<file path="config.mk">
export PLATFORM = sky130hd
export DESIGN_NAME = writeback
export DESIGN_NICKNAME = d
export VERILOG_FILES = /design/src/rtl/writeback.sv
export SDC_FILE = /design/constraint.sdc
export NUM_CORES = 2
export LEC_CHECK = 0
export CAP_MARGIN = 0
export CORE_AREA = 10 10 342 344
export CTS_CLUSTER_SIZE = 12
export DETAILED_ROUTE_END_ITERATION = 7
export DIE_AREA = 0 0 352 354
export PLACE_DENSITY = 0.73
export SLEW_MARGIN = 15
export SYNTH_ARGS = -nofsm -noshare
export SYNTH_HDL_FRONTEND = slang
export SYNTH_SLANG_ARGS = --single-unit
</file>
<file path="constraint.sdc">
create_clock -name clk -period 3.3 [get_ports clk]
set_input_delay 0.66 -clock clk [delete_from_list [all_inputs] [get_ports clk]]
set_output_delay 0.66 -clock clk [all_outputs]
set_load 0.005 [all_outputs]
</file>
<file path="src/rtl/writeback.sv">
// Final pipeline stage: commits execute results to the integer register file,
// tracks pending writers per register, raises redirect flushes and counts retirements.
module writeback #(
  parameter int XLEN  = 32,
  parameter int CNT_W = 2,
  parameter int RET_W = 64
) (
  input  logic             clk,
  input  logic             rst,
  input  logic             res_valid,
  output logic             res_ready,
  input  logic             res_wen,
  input  logic [4:0]       res_rd,
  input  logic [XLEN-1:0]  res_value,
  input  logic             res_redirect,
  input  logic [XLEN-1:0]  res_target,
  input  logic [4:0]       rs1_addr,
  input  logic [4:0]       rs2_addr,
  output logic [XLEN-1:0]  rs1_data,
  output logic [XLEN-1:0]  rs2_data,
  output logic             rs1_busy,
  output logic             rs2_busy,
  input  logic             issue_valid,
  input  logic             issue_wen,
  input  logic [4:0]       issue_rd,
  output logic             issue_ok,
  output logic             flush,
  output logic [XLEN-1:0]  redirect_pc,
  output logic [RET_W-1:0] retired
);
  localparam logic [CNT_W-1:0] CNT_MAX = '1;
  localparam logic [CNT_W-1:0] CNT_ONE = CNT_W'(1);

  logic [31:0][XLEN-1:0]  regs_q, regs_d;
  logic [31:0][CNT_W-1:0] cnt_q, cnt_d;
  logic                   flush_q, flush_d;
  logic [XLEN-1:0]        redirect_pc_q, redirect_pc_d;
  logic [RET_W-1:0]       retired_q, retired_d;

  logic accept, wr, inc;

  // Results arriving during the flush cycle belong to squashed instructions.
  assign accept = res_valid & rst & ~flush_q;
  assign wr     = accept & res_wen & (res_rd != 5'd0);
  assign inc    = issue_valid & issue_wen & (issue_rd != 5'd0) & ~flush_q;

  assign res_ready   = 1'b1;
  assign flush       = flush_q;
  assign redirect_pc = redirect_pc_q;
  assign retired     = retired_q;

  assign rs1_data = (rs1_addr == 5'd0) ? '0 :
                    (wr && res_rd == rs1_addr) ? res_value : regs_q[rs1_addr];
  assign rs2_data = (rs2_addr == 5'd0) ? '0 :
                    (wr && res_rd == rs2_addr) ? res_value : regs_q[rs2_addr];

  // A last pending writer committing this cycle releases the register early,
  // matching the bypassed read data.
  assign rs1_busy = (rs1_addr != 5'd0) && (cnt_q[rs1_addr] != '0) &&
                    !(cnt_q[rs1_addr] == CNT_ONE && wr && res_rd == rs1_addr);
  assign rs2_busy = (rs2_addr != 5'd0) && (cnt_q[rs2_addr] != '0) &&
                    !(cnt_q[rs2_addr] == CNT_ONE && wr && res_rd == rs2_addr);

  assign issue_ok = (cnt_q[issue_rd] != CNT_MAX) || (issue_rd == 5'd0) || !issue_wen;

  always_comb begin
    regs_d        = regs_q;
    cnt_d         = cnt_q;
    flush_d       = accept & res_redirect;
    redirect_pc_d = redirect_pc_q;
    retired_d     = retired_q;
    if (wr) regs_d[res_rd] = res_value;
    if (accept) retired_d = retired_q + RET_W'(1);
    if (accept && res_redirect) redirect_pc_d = res_target;
    for (int i = 0; i < 32; i++) begin
      if (flush_q)
        cnt_d[i] = '0;
      else if (inc && issue_rd == 5'(i) && !(wr && res_rd == 5'(i)) && cnt_q[i] != CNT_MAX)
        cnt_d[i] = cnt_q[i] + CNT_ONE;
      else if (wr && res_rd == 5'(i) && !(inc && issue_rd == 5'(i)) && cnt_q[i] != '0)
        cnt_d[i] = cnt_q[i] - CNT_ONE;
    end
  end

  always_ff @(posedge clk) begin
    if (!rst) begin
      regs_q        <= '0;
      cnt_q         <= '0;
      flush_q       <= 1'b0;
      redirect_pc_q <= '0;
      retired_q     <= '0;
    end else begin
      regs_q        <= regs_d;
      cnt_q         <= cnt_d;
      flush_q       <= flush_d;
      redirect_pc_q <= redirect_pc_d;
      retired_q     <= retired_d;
    end
  end

  // Protocol checks on the decode/execute handshake.
  always_ff @(posedge clk) begin
    if (rst && !flush_q) begin
      assert (!(inc && !issue_ok))
        else $error("writeback: issue to saturated register x%0d", issue_rd);
      assert (!(wr && cnt_q[res_rd] == '0 && !(inc && issue_rd == res_rd)))
        else $error("writeback: write to x%0d with no pending writer", res_rd);
    end
  end
endmodule

</file>
# Word-level counts from Yosys, hierarchy flattened
# Index checks and enable logic that the tools add are counted.
[classes] n_mux=81 n_reduce_logical=348 addsub=65 n_eq_ne=99 n_bitwise=10 n_lt_le_gt_ge=5
[ops] cell="1024-bit bitwise mux" n=1
[ops] cell="32-bit binary-select mux with 5-bit select" n=2
[ops] cell="32-bit 2-to-1 mux" n=7
[ops] cell="1-bit logical AND" n=204
[ops] cell="32-bit demux with 5-bit select" n=1
[ops] cell="5-bit equality test, second input constant" n=32
[ops] cell="2-bit 2-to-1 mux" n=67
[ops] cell="2-bit nonzero test" n=66
[ops] cell="5-bit by 4-bit equality test with 1-bit output, second input constant" n=16
[ops] cell="1-bit logical NOT" n=67
[ops] cell="2-bit != test, second input constant" n=33
[ops] cell="2-bit by 1-bit adder with 2-bit output, second input constant" n=32
[ops] cell="64-bit by 1-bit adder with 64-bit output, second input constant" n=1
[ops] cell="2-bit by 1-bit subtractor with 2-bit output, second input constant" n=32
[ops] cell="5-bit by 3-bit equality test with 1-bit output, second input constant" n=8
[ops] cell="2-bit binary-select mux with 5-bit select" n=3
[ops] cell="5-bit by 6-bit < comparator with 1-bit output, second input constant" n=4
[ops] cell="5-bit by 2-bit equality test with 1-bit output, second input constant" n=4
[ops] cell="5-bit logical NOT" n=4
[ops] cell="5-bit nonzero test" n=4
[ops] cell="5-bit by 1-bit equality test with 1-bit output, second input constant" n=2
[ops] cell="5-bit equality test" n=2
[ops] cell="1-bit AND" n=8
[ops] cell="5-bit by 1-bit >= comparator with 1-bit output, second input constant" n=1
[ops] cell="4 further kinds" n=7
[totals] output_inout_bits=165 word_cells=675 register_bits=1185 inputBits=91

# Logic depth before layout (Yosys ltp)
[depth] ltp_word=9 ltp_mapped=9 mapped_depth_nobuf=6

# Least setup slack after synthesis
# Ideal clock, no wire load.
[synth_path] path_kind="input port to output port" from="input rs1_addr[0]" to="output rs1_busy" path_stages=7 required_time_ns=2.640 slack_ns=-0.032 t_arrival_ns=2.672 n_path_buf=3 cell_sequence="clkbuf_1 -> buf_2 -> buf_1 -> mux4_2 -> nor3_1 -> nor3_1 -> a221o_1"
[synth_via] elab_chain_cells=7 elab_cells_between_ends=11 cone_classes="eq/ne (2); mux (2); reduce/logical (7)"
[synth_rtl] item="from (decl)" line_no="17" source="input logic [4:0] rs1_addr,"
[synth_rtl] item="2-bit binary-select mux with 5-bit select" line_no="59, 60"
[synth_rtl] item="2-bit 2-to-1 mux (implied by the code)" line_no="59, 60"
[synth_rtl] item="2-bit by 1-bit equality test with 1-bit output" line_no="60" source="!(cnt_q[rs1_addr] == CNT_ONE && wr && res_rd == rs1_addr);"
[synth_rtl] item="1-bit logical AND (2 in a row)" line_no="60"
[synth_rtl] item="1-bit logical NOT" line_no="60"
[synth_rtl] item="1-bit logical AND (*)" line_no="59" source="assign rs1_busy = (rs1_addr != 5'd0) && (cnt_q[rs1_addr] != '0) &&"
[synth_rtl] item="to (decl)" line_no="21" source="output logic rs1_busy,"
# Mark *: on every way between the ends. The rest lies on a longest branch, timed or not. The select of a mux whose other input is x is not followed.

# Final worst setup path
[layout_path] from="register flush_q (netlist: flush)" to="output rs1_data[9]"
[layout_via] elab_chain_cells=7
[layout_rtl] item="from (decl)" line_no="36" source="logic flush_q, flush_d;"
[layout_rtl] item="from (signal assigned)" line_no="95" source="flush_q <= flush_d;"
[layout_rtl] item="1-bit NOT" line_no="43" source="assign accept = res_valid & rst & ~flush_q;"
[layout_rtl] item="1-bit AND" line_no="43"
[layout_rtl] item="1-bit AND (2 in a row)" line_no="44" source="assign wr = accept & res_wen & (res_rd != 5'd0);"
[layout_rtl] item="1-bit logical AND" line_no="53" source="(wr && res_rd == rs1_addr) ? res_value : regs_q[rs1_addr];"
[layout_rtl] item="32-bit 2-to-1 mux" line_no="53"
[layout_rtl] item="32-bit 2-to-1 mux" line_no="52" source="assign rs1_data = (rs1_addr == 5'd0) ? '0 :"
[layout_rtl] item="to (decl)" line_no="19" source="output logic [XLEN-1:0] rs1_data,"
# No other way between the ends.

==> run metrics <==
slowest CP cell=dfxtp_2; Slew headroom=a little under a fifth; Fin. Hold Viols=0; WL final=approximately 250000 um; Crit path top cell by count=buf_12; drt wl/cell=roughly 28 um; minimum clock period=3.528 ns; nets@finish=7343; Root Driver=clkbuf_16; first-pass detailed-route iteration total=6; port buffer count=254; largest net degree at the start of global routing=233; required time of the worst setup path=between 2 and 3 ns; CTS tree=done; CORE AREA=between 100000 and 150000 um^2; Fin Clk Skew=~0.032 ns; worst hold path type=input pin to register; FF+latch count, synth=roughly 1200; initial antenna violation count=7; power per cell area=439.6 nW/um^2; Clock Latency Late Sink=0.77 ns; Core Rows=between 100 and 150; num ports=~260; most frequent cells in the layout=2101 x nand2_1, 1183 x dfxtp_1, 1160 x a21oi_1; Post-synth EDFFs=0; H-tree depth=4; Most used DFF post-synth=dfxtp_1; Final period util=106.9%; DIE AREA=between 100000 and 150000 um^2; fraction of final layout cells sized beyond drive strength 1=21.56%; post-route ant nets=0; Initial Utilization=a little under three fifths; Max Cap Violations=0; Max Freq=about 0.28 GHz; hold path start=res_target[0]; actual slew at the worst max-slew pin=1.218 ns; Layout area overhead=21.69%; Via density=between 6 and 7; Crit path buffers/inverters=6; cells along the critical path=and4b_1 -> buf_6 -> o31ai_4 -> o31ai_4 -> buf_12 -> buf_12 -> buf_12 -> buf_6 -> a21oi_2 -> a22o_1 -> buf_2; max incr delay on CP=approximately 0.34 ns; via count=~60000; ys async rst share=0%; setup TNS=-9.224 ns; Remaining Overflow, GRT=0; slack of the critical path=-0.2276 ns; CTS Buf Count=~130; Die X=~350 um; Pleak=approximately 25 nW; critical path class=register to primary output; cell area after layout=roughly 74000 um^2; GRT Total Usage=approximately 38%; Reg2Reg Launch Point=retired[8]; RSZ-0062 raised after global routing=true; syn nets=7085; hold-critical path endpoint=redirect_pc[0]; Synth Warn #=0; CTS Hold Bufs=0; Post-DP Area=around 69000 um^2; drt drc=0; CTS Buffer Depth=3; R2R Path End=retired[50]; Avg Inst Size Synth=between 8 and 9 um^2; Sink Count=about 1200; peak supply drop=around 0.00044 V; clock slew at reported path FFs=around 0.060 ns; CP endpoint kind=primary output; Synth cell types=between 60 and 70; # setup viols final=between 60 and 70; R2R depth=5; die height=354 um; failing checks=negative setup slack; status=complete, but fails checks; Detailed Place HPWL=~160000 um; Seq/Total Area, Yosys=approximately two fifths; Min-Delay Path Depth=3; CP max FO=8; r2r setup slk=0.69 ns; first-pass GRT wire length=361000 um; Worst EP arrival=2.87 ns; commonest non-fill, non-tap cell in the layout=nand2_1; gpl congestion=slightly below 1; fin. max-slew vios=0; post-synthesis cell count=6993; area of the mapped netlist=slightly above 60000 um^2; CP startpoint kind=register; delay-heaviest family, CP=buffers and inverters; vias in the first global route=between 50000 and 60000; Iter 0 DRT Violations=approximately 9000
[worst max-delay path by stage]
stage / slack (ns) / from / end / cells after the start
2_1_floorplan: 0.003 / rs1_addr[1] / rs1_busy / 8
4_1_cts: -0.21 / flush / rs2_data[28] / 11
6_report: -0.23 / flush / rs1_data[9] / 11
3_3_place_gp: -0.79 / rs2_addr[3] / rs2_data[28] / 10
3_5_place_dp: -0.78 / rs2_addr[3] / rs2_data[28] / 10
5_1_grt: -0.29 / flush / rs1_data[11] / 11
[final cells by class]
type | count | area (um^2)
fillers | 8283 | 35620
multi-input cells | 5059 | 35300
flip-flops and latches | 1185 | 23730
repair buffers | 855 | 9042
clock buffers | 196 | 3953
well taps | 1488 | 1862
clock inverters | 29 | 462.9
inverters | 19 | 78.83
diodes | 6 | 15.01
[state kept, by name, summed over array words and instances, names as in the netlist]
name / flops
cnt_q: 64
flush: 1
redirect_pc: 32
regs_q: 1024
retired: 64
[metrics by stage]
stage | total power, mW | hold slack (ns) | setup WS (ns) | cells | utilization [%]
2_1_floorplan | 16.23 | 0.4429 | 0.003366 | 6993 | -
3_3_place_gp | 17.67 | 0.4401 | -0.7938 | 8577 | 63.01
3_5_place_dp | 17.69 | 0.4455 | -0.7796 | 8577 | 63.01
4_1_cts | 32.62 | 0.4198 | -0.2111 | 8826 | 67.50
5_1_grt | 33.39 | 0.4417 | -0.2949 | 8833 | 67.63
6_report | 32.73 | 0.4354 | -0.2276 | 8837 | 67.64
[kinds of logic after synthesis]
family,count (synthesis),share of synthesized area (%)
adders and majority gates,1,0.02045
buffers and inverters,749,4.743
xor gates and xnor gates,73,1.045
AOI/OAI and AO/OA,1599,14.21
and+or+nand+nor,2726,19.14
muxes,659,22.05
other,1,0.006130
DFF,1185,38.78
[per-layer routing]
layer / share of wire (%) / vias to the layer above / GRT usage, %
met5: 0.077 / - / 0.2306
met4: 7.1 / 8 / 24.09
met3: 14 / 1203 / 12.19
met2: 43 / 4766 / 56.05
met1: 35 / 28520 / 46.73
li1: - / 25260 / -
[synthesized netlist by cell type (3+ instances only)]
library cell     n  area, um^2
nand2_1       2103        7894
a21oi_1       1187        5941
dfxtp_1       1185       23720
clkbuf_1       599        2248
mux4_2         551       12410
nor3_1         166       830.8
o22ai_1        128       800.8
o21ai_0        111       555.5
mux2i_1        107        1071
nor2b_1         76       475.5
buf_1           73       274.0
a22o_1          66       578.1
nor2_1          64       240.2
and2_1          63       394.1
a211oi_1        62       465.5
xnor2_1         58       508.0
nand3_1         44       220.2
nand4_1         35       219.0
buf_2           28       140.1
clkbuf_2        26       130.1
nor4_2          23       287.8
nand2b_1        20       125.1
or3_1           18       112.6
inv_1           17       63.81
or4_1           15       112.6
xor2_1          15       131.4
nor4_1          14       87.58
nand4b_1        12       105.1
a31oi_1         10       62.56
and4_1          10       87.58
nand3b_1        10       75.07
or2_2           10       62.56
and3_1           9       56.30
nor3b_1          8       60.06
o31ai_1          8       60.06
nor3_2           7       70.07
a22oi_1          6       45.04
o41ai_1          6       52.55
a31o_2           5       43.79
nor4b_1          4       35.03
or3_2            3       22.52
[tightest hold or removal path: cells and delay by family]
| family | cells | cell delay [ns] |
|---|---|---|
| AO/OA/AOI/OAI | 1 | 0.05 |
| buffers and inverters | 1 | 0.39 |
| AND/OR/NAND/NOR | 1 | 0.06 |
[power breakdown]
| part | switching, mW | internal (mW) | leakage [nW] |
|---|---|---|---|
| Sequential | 0.0338 | 14.3 | 9.54 |
| Combinational | 1.88 | 1.24 | 13.1 |
| Clock | 6.24 | 8.99 | 2.17 |
| Total | 8.15 | 24.6 | 24.9 |
[timing repair]
item,CTS,global route
endpoints found under the setup margin,67,67
cloned,5,1
pin swaps,46,17
endpoints found under the hold margin,0,0
resized for setup,393,17
buffers inserted,21,7
(Power assumes the default switching activity.)
